## src/rtl/dsm_pkg.sv

```systemverilog
// rtl/dsm_pkg.sv - sizing constants and output saturation helpers for the CIC decoder
package dsm_pkg;

  function automatic int calc_wi(input int n, input int log2r);
    return n * log2r + 2;
  endfunction

  function automatic int calc_out_shift(input int n, input int log2r, input int w);
    return n * log2r + 1 - w;
  endfunction

  function automatic logic signed [63:0] sat_hi(input int w);
    return (64'sd1 <<< (w - 1)) - 64'sd1;
  endfunction

  function automatic logic signed [63:0] sat_lo(input int w);
    return -(64'sd1 <<< (w - 1));
  endfunction

  // Arithmetic shift then clamp to a signed w-bit range; callers truncate to w bits.
  function automatic logic signed [63:0] sat_shift(input logic signed [63:0] v,
                                                   input int shift, input int w);
    logic signed [63:0] s;
    s = v >>> shift;
    if (s > sat_hi(w)) return sat_hi(w);
    if (s < sat_lo(w)) return sat_lo(w);
    return s;
  endfunction

endpackage

```

## src/rtl/cic_integrator.sv

```systemverilog
// rtl/cic_integrator.sv - one wrapping CIC integrator stage with enable and async clear
module cic_integrator #(
  parameter int WI = 20
) (
  input  logic                 i_clk,
  input  logic                 i_rst_n,
  input  logic                 i_cke,
  input  logic signed [WI-1:0] i_din,
  output logic signed [WI-1:0] o_acc,
  output logic signed [WI-1:0] o_acc_next
);

  logic signed [WI-1:0] r_acc;

  // Two's-complement wrap is intentional; the comb differences undo it.
  assign o_acc_next = r_acc + i_din;
  assign o_acc      = r_acc;

  always_ff @(posedge i_clk or negedge i_rst_n) begin
    if (!i_rst_n)   r_acc <= '0;
    else if (i_cke) r_acc <= o_acc_next;
  end

endmodule

```

## src/rtl/dsm_cic_decoder.sv

```systemverilog
// rtl/dsm_cic_decoder.sv - sinc^N decimator turning a 1-bit delta-sigma stream into signed PCM
module dsm_cic_decoder
  import dsm_pkg::*;
#(
  parameter int width = 16,
  parameter int N     = 3,
  parameter int LOG2R = 6
) (
  input  logic                    clk,
  input  logic                    rst,
  input  logic                    cke,
  input  logic                    dsm_in,
  output logic signed [width-1:0] dout,
  output logic                    dout_valid
);

  localparam int WI        = calc_wi(N, LOG2R);
  localparam int OUT_SHIFT = calc_out_shift(N, LOG2R, width);

  if (OUT_SHIFT < 0) begin : g_bad_width
    $error("dsm_cic_decoder: N*LOG2R+1 must be at least width");
  end

  logic [LOG2R-1:0]        r_cnt;
  logic signed [WI-1:0]    r_comb_prev [N];
  logic signed [width-1:0] r_dout;
  logic                    r_dout_valid;

  logic                    w_strobe;
  logic signed [WI-1:0]    w_x;
  logic signed [WI-1:0]    w_int_in   [N];
  logic signed [WI-1:0]    w_int_acc  [N];
  logic signed [WI-1:0]    w_int_next [N];
  logic signed [WI-1:0]    w_comb     [N+1];
  logic signed [width-1:0] w_dout;

  assign w_strobe = cke && (&r_cnt);
  assign w_x      = dsm_in ? {{(WI-1){1'b0}}, 1'b1} : {WI{1'b1}};

  for (genvar k = 0; k < N; k++) begin : g_int
    if (k == 0) begin : g_first
      assign w_int_in[k] = w_x;
    end else begin : g_rest
      assign w_int_in[k] = w_int_acc[k-1];
    end
    cic_integrator #(.WI(WI)) u_int (
      .i_clk      (clk),
      .i_rst_n    (rst),
      .i_cke      (cke),
      .i_din      (w_int_in[k]),
      .o_acc      (w_int_acc[k]),
      .o_acc_next (w_int_next[k])
    );
  end

  // Combs see the last integrator's post-update value, so the strobe cycle's bit is included.
  always_comb begin
    w_comb[0] = w_int_next[N-1];
    for (int k = 0; k < N; k++) begin
      w_comb[k+1] = w_comb[k] - r_comb_prev[k];
    end
  end

  assign w_dout = width'(sat_shift(64'(w_comb[N]), OUT_SHIFT, width));

  always_ff @(posedge clk or negedge rst) begin
    if (!rst) begin
      r_cnt        <= '0;
      r_comb_prev  <= '{default: '0};
      r_dout       <= '0;
      r_dout_valid <= 1'b0;
    end else begin
      r_dout_valid <= w_strobe;
      if (cke) r_cnt <= r_cnt + LOG2R'(1);
      if (w_strobe) begin
        for (int k = 0; k < N; k++) r_comb_prev[k] <= w_comb[k];
        r_dout <= w_dout;
      end
    end
  end

  assign dout       = r_dout;
  assign dout_valid = r_dout_valid;

endmodule

```

## config.mk

```make
export PLATFORM = sky130hd
export DESIGN_NAME = dsm_cic_decoder
export DESIGN_NICKNAME = d
export VERILOG_FILES = /design/src/rtl/dsm_pkg.sv /design/src/rtl/cic_integrator.sv /design/src/rtl/dsm_cic_decoder.sv
export SDC_FILE = /design/constraint.sdc
export NUM_CORES = 1
export LEC_CHECK = 0
export ABC_AREA = 1
export CORE_MARGIN = 2
export CORE_UTILIZATION = 63
export CTS_CLUSTER_DIAMETER = 200
export DETAILED_ROUTE_END_ITERATION = 10
export PLACE_DENSITY = 0.81
export SLEW_MARGIN = 20
export SYNTH_ARGS = -nofsm -noshare
export SYNTH_HDL_FRONTEND = slang
export SYNTH_SLANG_ARGS = --single-unit
```

## constraint.sdc

```tcl
create_clock -name clk -period 10.3 [get_ports clk]
set_input_delay 2.06 -clock clk [delete_from_list [all_inputs] [get_ports clk]]
set_output_delay 2.06 -clock clk [all_outputs]
set_load 0.1 [all_outputs]
```

==> out/metrics.cfg, run 1 <==
[grt]
grt_max_degree=88
grt_overflow=0
grt_pass1_wl_mm=42.3
antenna_found_initial=0
grt_pass1_vias=9132
grtUsageTotal=0.283

[layout]
n_fill_cell=1328
nets=1553
multiInputGateArea_sq_mm=0.00642
regArea_sq_mm=0.00358
syn_to_final_growth_pct=9.29
drive_gt1_frac=0.0527
antenna_cells=0
fin_cells=1663

[synth]
postSynthAreaPerCell_sq_um=7.58
syn_nets=1540
syn-instance-count=1418
ys_warn_count=0
ys_seq_elements=143
ys_types=44
netlist_area_sq_mm=0.0108
ys_seq_area_frac=0.333

[floorplanning]
die_h_microns=135
initial_utilization=0.646
placementRows=47
io_pins=21
dieWidth_microns=135
core_area_sq_mm=0.0166
die_area_sq_mm=0.0181

[clocking]
ctsResizeCount=0
ctsRootBufferMaster=clkbuf_16
cts_tree=built
cts.htree.levels=4
numCtsBuffers=17
cts_hold_buf=0
post_cts_buffers=0
clk_pin_slew_ns=0.06
clkLatencyLatePin_ns=0.43
cts.sink_count=143
clock_path_buffers=2

[setup_path]
worst_ep_arrival_time_ns=7.32
slowest_stage=fa_1
start_kind=flop
worstSetupPathType=reg -> reg
crit_path_frequent_cell=nand2_1
cp-end-kind=flop
slowest_delay_ns=0.48
cp.required_ns=10.61
critPathMaxFanout=15

[place]
pre_cts_ws_ns=3.46
dp_hpwl_mm=17.8
port-buffer-count=20
gp_congestion=0.890
numPlacedInstances=1632

[sta]
setup_violations=0
clock_skew_ns=0.00722
rsz0062_at_grt=false
period_minus_slack_ns=7.00
hold_viol=0
fmax_ghz=0.143
finalCritPeriodShare=0.680
relSlewSlack=0.327
tns_ns=0
tightest_slew_ns=1.00
setup_ws_ns=3.30
slew_viol_final=0

[status]
status=completed

[routing]
firstDrtPassIters=5
drcViolationCount=0
routed_wl_mm=24.0
vias=9333
drtAntennaViolNets=0
drtIter0Drc=613
via_per_inst=5.61
wire_per_inst_microns=14.5

[worst_hold_path]
min_path_type=reg -> reg

[job]
max_cap_viol_count=0

final timing paths:
path                                         startpoint               to  slack [ns]  cells after the start
worst max-delay path            g_int[1].u_int.o_acc[0]          dout[7]        3.30                     38
worst min-delay path                           r_cnt[5]         r_cnt[5]        0.48                      1
worst max register to register  g_int[1].u_int.o_acc[0]          dout[7]        3.30                     38
worst min register to register                 r_cnt[5]         r_cnt[5]        0.48                      1
max in group asynchronous                           rst  r_comb_prev[22]        7.30                      2
min in group asynchronous                           rst         r_cnt[1]        1.69                      1
state kept, by name (all words and copies together) (netlist names):
name and count:
r_comb_prev 60, g_int.u_int.o_acc 60, dout 16, dout_valid 1, r_cnt 6
metrics by stage:
stage | util | hold slack [ns] | instance area, sq um
floorplan | - | 0.446 | 10800
global placement | 0.669 | 0.465 | 11100
detailed placement | 0.669 | 0.464 | 11100
CTS | 0.706 | 0.477 | 11700
global route | 0.706 | 0.495 | 11700
finish | 0.706 | 0.476 | 11700
cell type report:
type | count | share of cell area
multi-input cells | 1080 | 0.547
repair buffers | 25 | 0.0203
flip-flops and latches | 143 | 0.305
clock inverters | 9 | 0.0113
inverters | 164 | 0.0524
well taps | 220 | 0.0234
clock buffers | 22 | 0.0412
kinds of logic (layout without fill, tap and decap cells):
family          Yosys count  in the layout  synth area share
flops                   143            143             0.333
simple gates            543            543             0.216
xor+xnor                 97             97            0.0790
compound gates          322            322             0.161
buf+inv                 195            220            0.0703
fa+ha+maj               118            118             0.141
cells in the final DEF (no fill, tap or decap), types with 5 or more instances in the layout:
| cell | instances |
|---|---|
| a21o_1 | 6 |
| a21oi_1 | 120 |
| a31oi_1 | 17 |
| buf_4 | 5 |
| clkbuf_16 | 17 |
| clkdlybuf4s50_1 | 19 |
| dfrtp_1 | 143 |
| fa_1 | 5 |
| ha_1 | 113 |
| inv_1 | 153 |
| inv_2 | 8 |
| nand2_1 | 393 |
| nand2_2 | 9 |
| nand3_1 | 35 |
| nand3_2 | 9 |
| nand4_1 | 15 |
| nor2_1 | 43 |
| nor2_4 | 5 |
| nor3_1 | 14 |
| nor3b_1 | 7 |
| o211ai_1 | 7 |
| o21ai_0 | 138 |
| o21ai_1 | 11 |
| o31ai_1 | 10 |
| xnor2_1 | 47 |
| xor2_1 | 50 |
synth_stat cells (all sizes together):
cell | instances | area [sq um]
o21bai | 3 | 22.5
xnor2 | 47 | 412
or2 | 3 | 18.8
a21boi | 4 | 30.0
a21o | 6 | 45.0
fa | 5 | 100
nor3 | 14 | 70.1
clkbuf | 24 | 90.1
o21ai | 149 | 746
nand3 | 45 | 283
clkinv | 2 | 7.51
ha | 113 | 1410
dfrtp | 143 | 3580
o31ai | 10 | 75.1
a31o | 1 | 8.76
and3 | 2 | 12.5
nor4 | 1 | 6.26
o211ai | 7 | 52.6
and2 | 2 | 12.5
xor2 | 50 | 438
nor3b | 7 | 52.6
o21a | 2 | 15.0
nand4 | 15 | 93.8
nand2 | 404 | 1550
a211oi | 1 | 7.51
inv | 162 | 608
a31oi | 17 | 106
nor2 | 50 | 223
a21oi | 121 | 609
o221ai | 1 | 8.76
buf | 7 | 50.0
layer usage:
metal / vias to the layer above / GRT usage / part of all wire
li1: 4741 / - / -
met1: 4378 / 0.385 / 0.47
met2: 186 / 0.479 / 0.48
met3: 28 / 0.0379 / 0.035
met4: 0 / 0.0737 / 0.013
met5: - / 0 / 0
worst max-delay path, delay by kind of cell, from the launching register on:
family                     cells  cell delay, ns
AOI/OAI and AO/OA             10            1.90
and+or+nand+nor               17            2.08
xor gates and xnor gates       3            0.61
adders and majority gates      5            1.69
buffers and inverters          3            0.21
DFF                            1            0.37
Power of run 1 is left out: the tool's default activity adds up to more than one toggle a clock period on the data nets, which glitch-free logic cannot reach.
==> run 2, diff against run 1 <==
==> constraint.sdc (replaced) <==
create_clock -name clk -period 6.9 [get_ports clk]
set_input_delay 1.38 -clock clk [delete_from_list [all_inputs] [get_ports clk]]
set_output_delay 1.38 -clock clk [all_outputs]
set_load 0.1 [all_outputs]
==> run 2 against run 1 <==
  * Worst hold slack gained 0.0016 ns
  * Via count grew 1.8%
  * Clock-buffer cell count shrank 3
  * Highest routed layer unchanged
  * Wire length grew 2.9%
==> out/metrics.cfg, run 2 (same netlist as run 1, synthesis figures left out) <==
[clocking]
clk_pin_slew_ns=0.06
cts.htree.levels=4
numCtsBuffers=17
clkLatencyLatePin_ns=0.43
ctsRootBufferMaster=clkbuf_16
cts_tree=built
cts.sink_count=143
clock_path_buffers=2
cts_hold_buf=0

[setup_path]
cp-end-kind=flop
critPathMaxFanout=15
regToRegSetupSlack_ns=0.31
start_kind=flop
slowest_delay_ns=0.42
ff2ff_path_depth=38
worstSetupPathType=reg -> reg
worst_ep_arrival_time_ns=6.90
slowest_stage=dfrtp_1
crit_path_frequent_cell=nand2_1
cp.required_ns=7.21

[routing]
via_per_inst=5.68
drtAntennaViolNets=0
met1_length_mm=11.5
vias=9504
wire_per_inst_microns=14.8
routed.top_layer=met4
met2_length_mm=11.9
wl_met3_microns=938
drtIter0Drc=888
drcViolationCount=0
firstDrtPassIters=5
routed_wl_mm=24.7

[floorplanning]
io_pins=21
dieWidth_microns=135
initial_utilization=0.646
die_area_sq_mm=0.0181
placementRows=47
die_h_microns=135
core_area_sq_mm=0.0166

[grt]
antenna_found_initial=0
grt_overflow=0
grtUsageTotal=0.281
grt_max_degree=121
grt_pass1_vias=9208
grt_pass1_wl_mm=41.9

[job]
max_cap_viol_count=0

[sta]
period_minus_slack_ns=6.59
relSlewSlack=0.268
finalCritPeriodShare=0.955
tightest_slew_ns=1.10
setup_violations=0
rsz0062_at_grt=true
setup_ws_ns=0.311
fmax_ghz=0.152
clock_skew_ns=0.00729
tns_ns=0
slew_viol_final=0
hold_viol=0

[worst_hold_path]
worstHoldPathCells=1
min_path_type=reg -> reg

[layout]
antenna_cells=0
fin_area_sq_mm=0.0119
layout_commonest_cell=nand2_1
n_fill_cell=1318
final_cell_mix=nand2_1 (393), inv_1 (152), dfrtp_1 (143), o21ai_0 (130), a21oi_1 (115)
syn_to_final_growth_pct=11.0
nets=1563
drive_gt1_frac=0.0771

[status]
status=completed

[place]
gp_congestion=0.870
placement.cell_area_sq_mm=0.0111
dp_hpwl_mm=17.6
pre_cts_ws_ns=0.0634
port-buffer-count=20

## run 2: changes by cell type in the layout (fill, tap and decap cells not counted), moves of 3 or more
cell      previous run  this run
nor2_2               2         5
buf_4                5        14
a21oi_2              1         5
xnor2_1             47        44
a31oi_1             17        13
o21ai_1             11        17
nor2_1              43        39
clkinv_2             2         7
o21ai_0            138       130
a31oi_2              0         4
clkbuf_8             4         1
a21oi_1            120       115
xnor2_2              0         3
## run 2: timing repair
item,4_1_cts,5_1_grt
endpoints found under the setup margin,15,16
gates cloned,0,1
pin swaps,0,10
buffers inserted,0,10
gates resized for setup,2,36
## run 2: worst paths after layout
check                                         from              to
setup / recovery           g_int[1].u_int.o_acc[5]        dout[14]
hold / removal                            r_cnt[5]        r_cnt[5]
setup reg to reg           g_int[1].u_int.o_acc[5]        dout[14]
hold reg to reg                           r_cnt[5]        r_cnt[5]
max in group asynchronous                      rst  r_comb_prev[3]
min in group asynchronous                      rst        r_cnt[0]
## run 2: layout make-up
cell class | count | area, sq um | area share
tap | 220 | 275 | 0.0231
sequential | 143 | 3580 | 0.300
inverter | 164 | 616 | 0.0516
multi-input combinational | 1081 | 6590 | 0.552
clock buffer | 19 | 443 | 0.0371
clock inverter | 12 | 120 | 0.0101
timing repair buffer | 34 | 307 | 0.0257
## run 2: critical path, delay by kind of cell (launching register included)
| family | cells | cell delay (ns) |
|---|---|---|
| flops | 1 | 0.42 |
| fa+ha+maj | 4 | 1.36 |
| compound gates | 11 | 1.71 |
| xor+xnor | 3 | 0.61 |
| buf+inv | 2 | 0.16 |
| simple gates | 18 | 2.18 |
## run 2: routing by layer
metal / vias to the layer above / global-route usage
li1: 4761 / -
met1: 4494 / 0.370
met2: 221 / 0.480
met3: 28 / 0.0417
met4: 0 / 0.0860
met5: - / 0
## run 2: per-stage QoR
stage                      util  instances  hold slack (ns)
final                     0.717       1673            0.477
after global routing      0.717       1673            0.504
after CTS                 0.703       1662            0.478
after detailed placement  0.668       1631            0.464
after global placement    0.668       1631            0.463
after floorplan               -       1418            0.446
Power of run 2 is left out for the same reason.
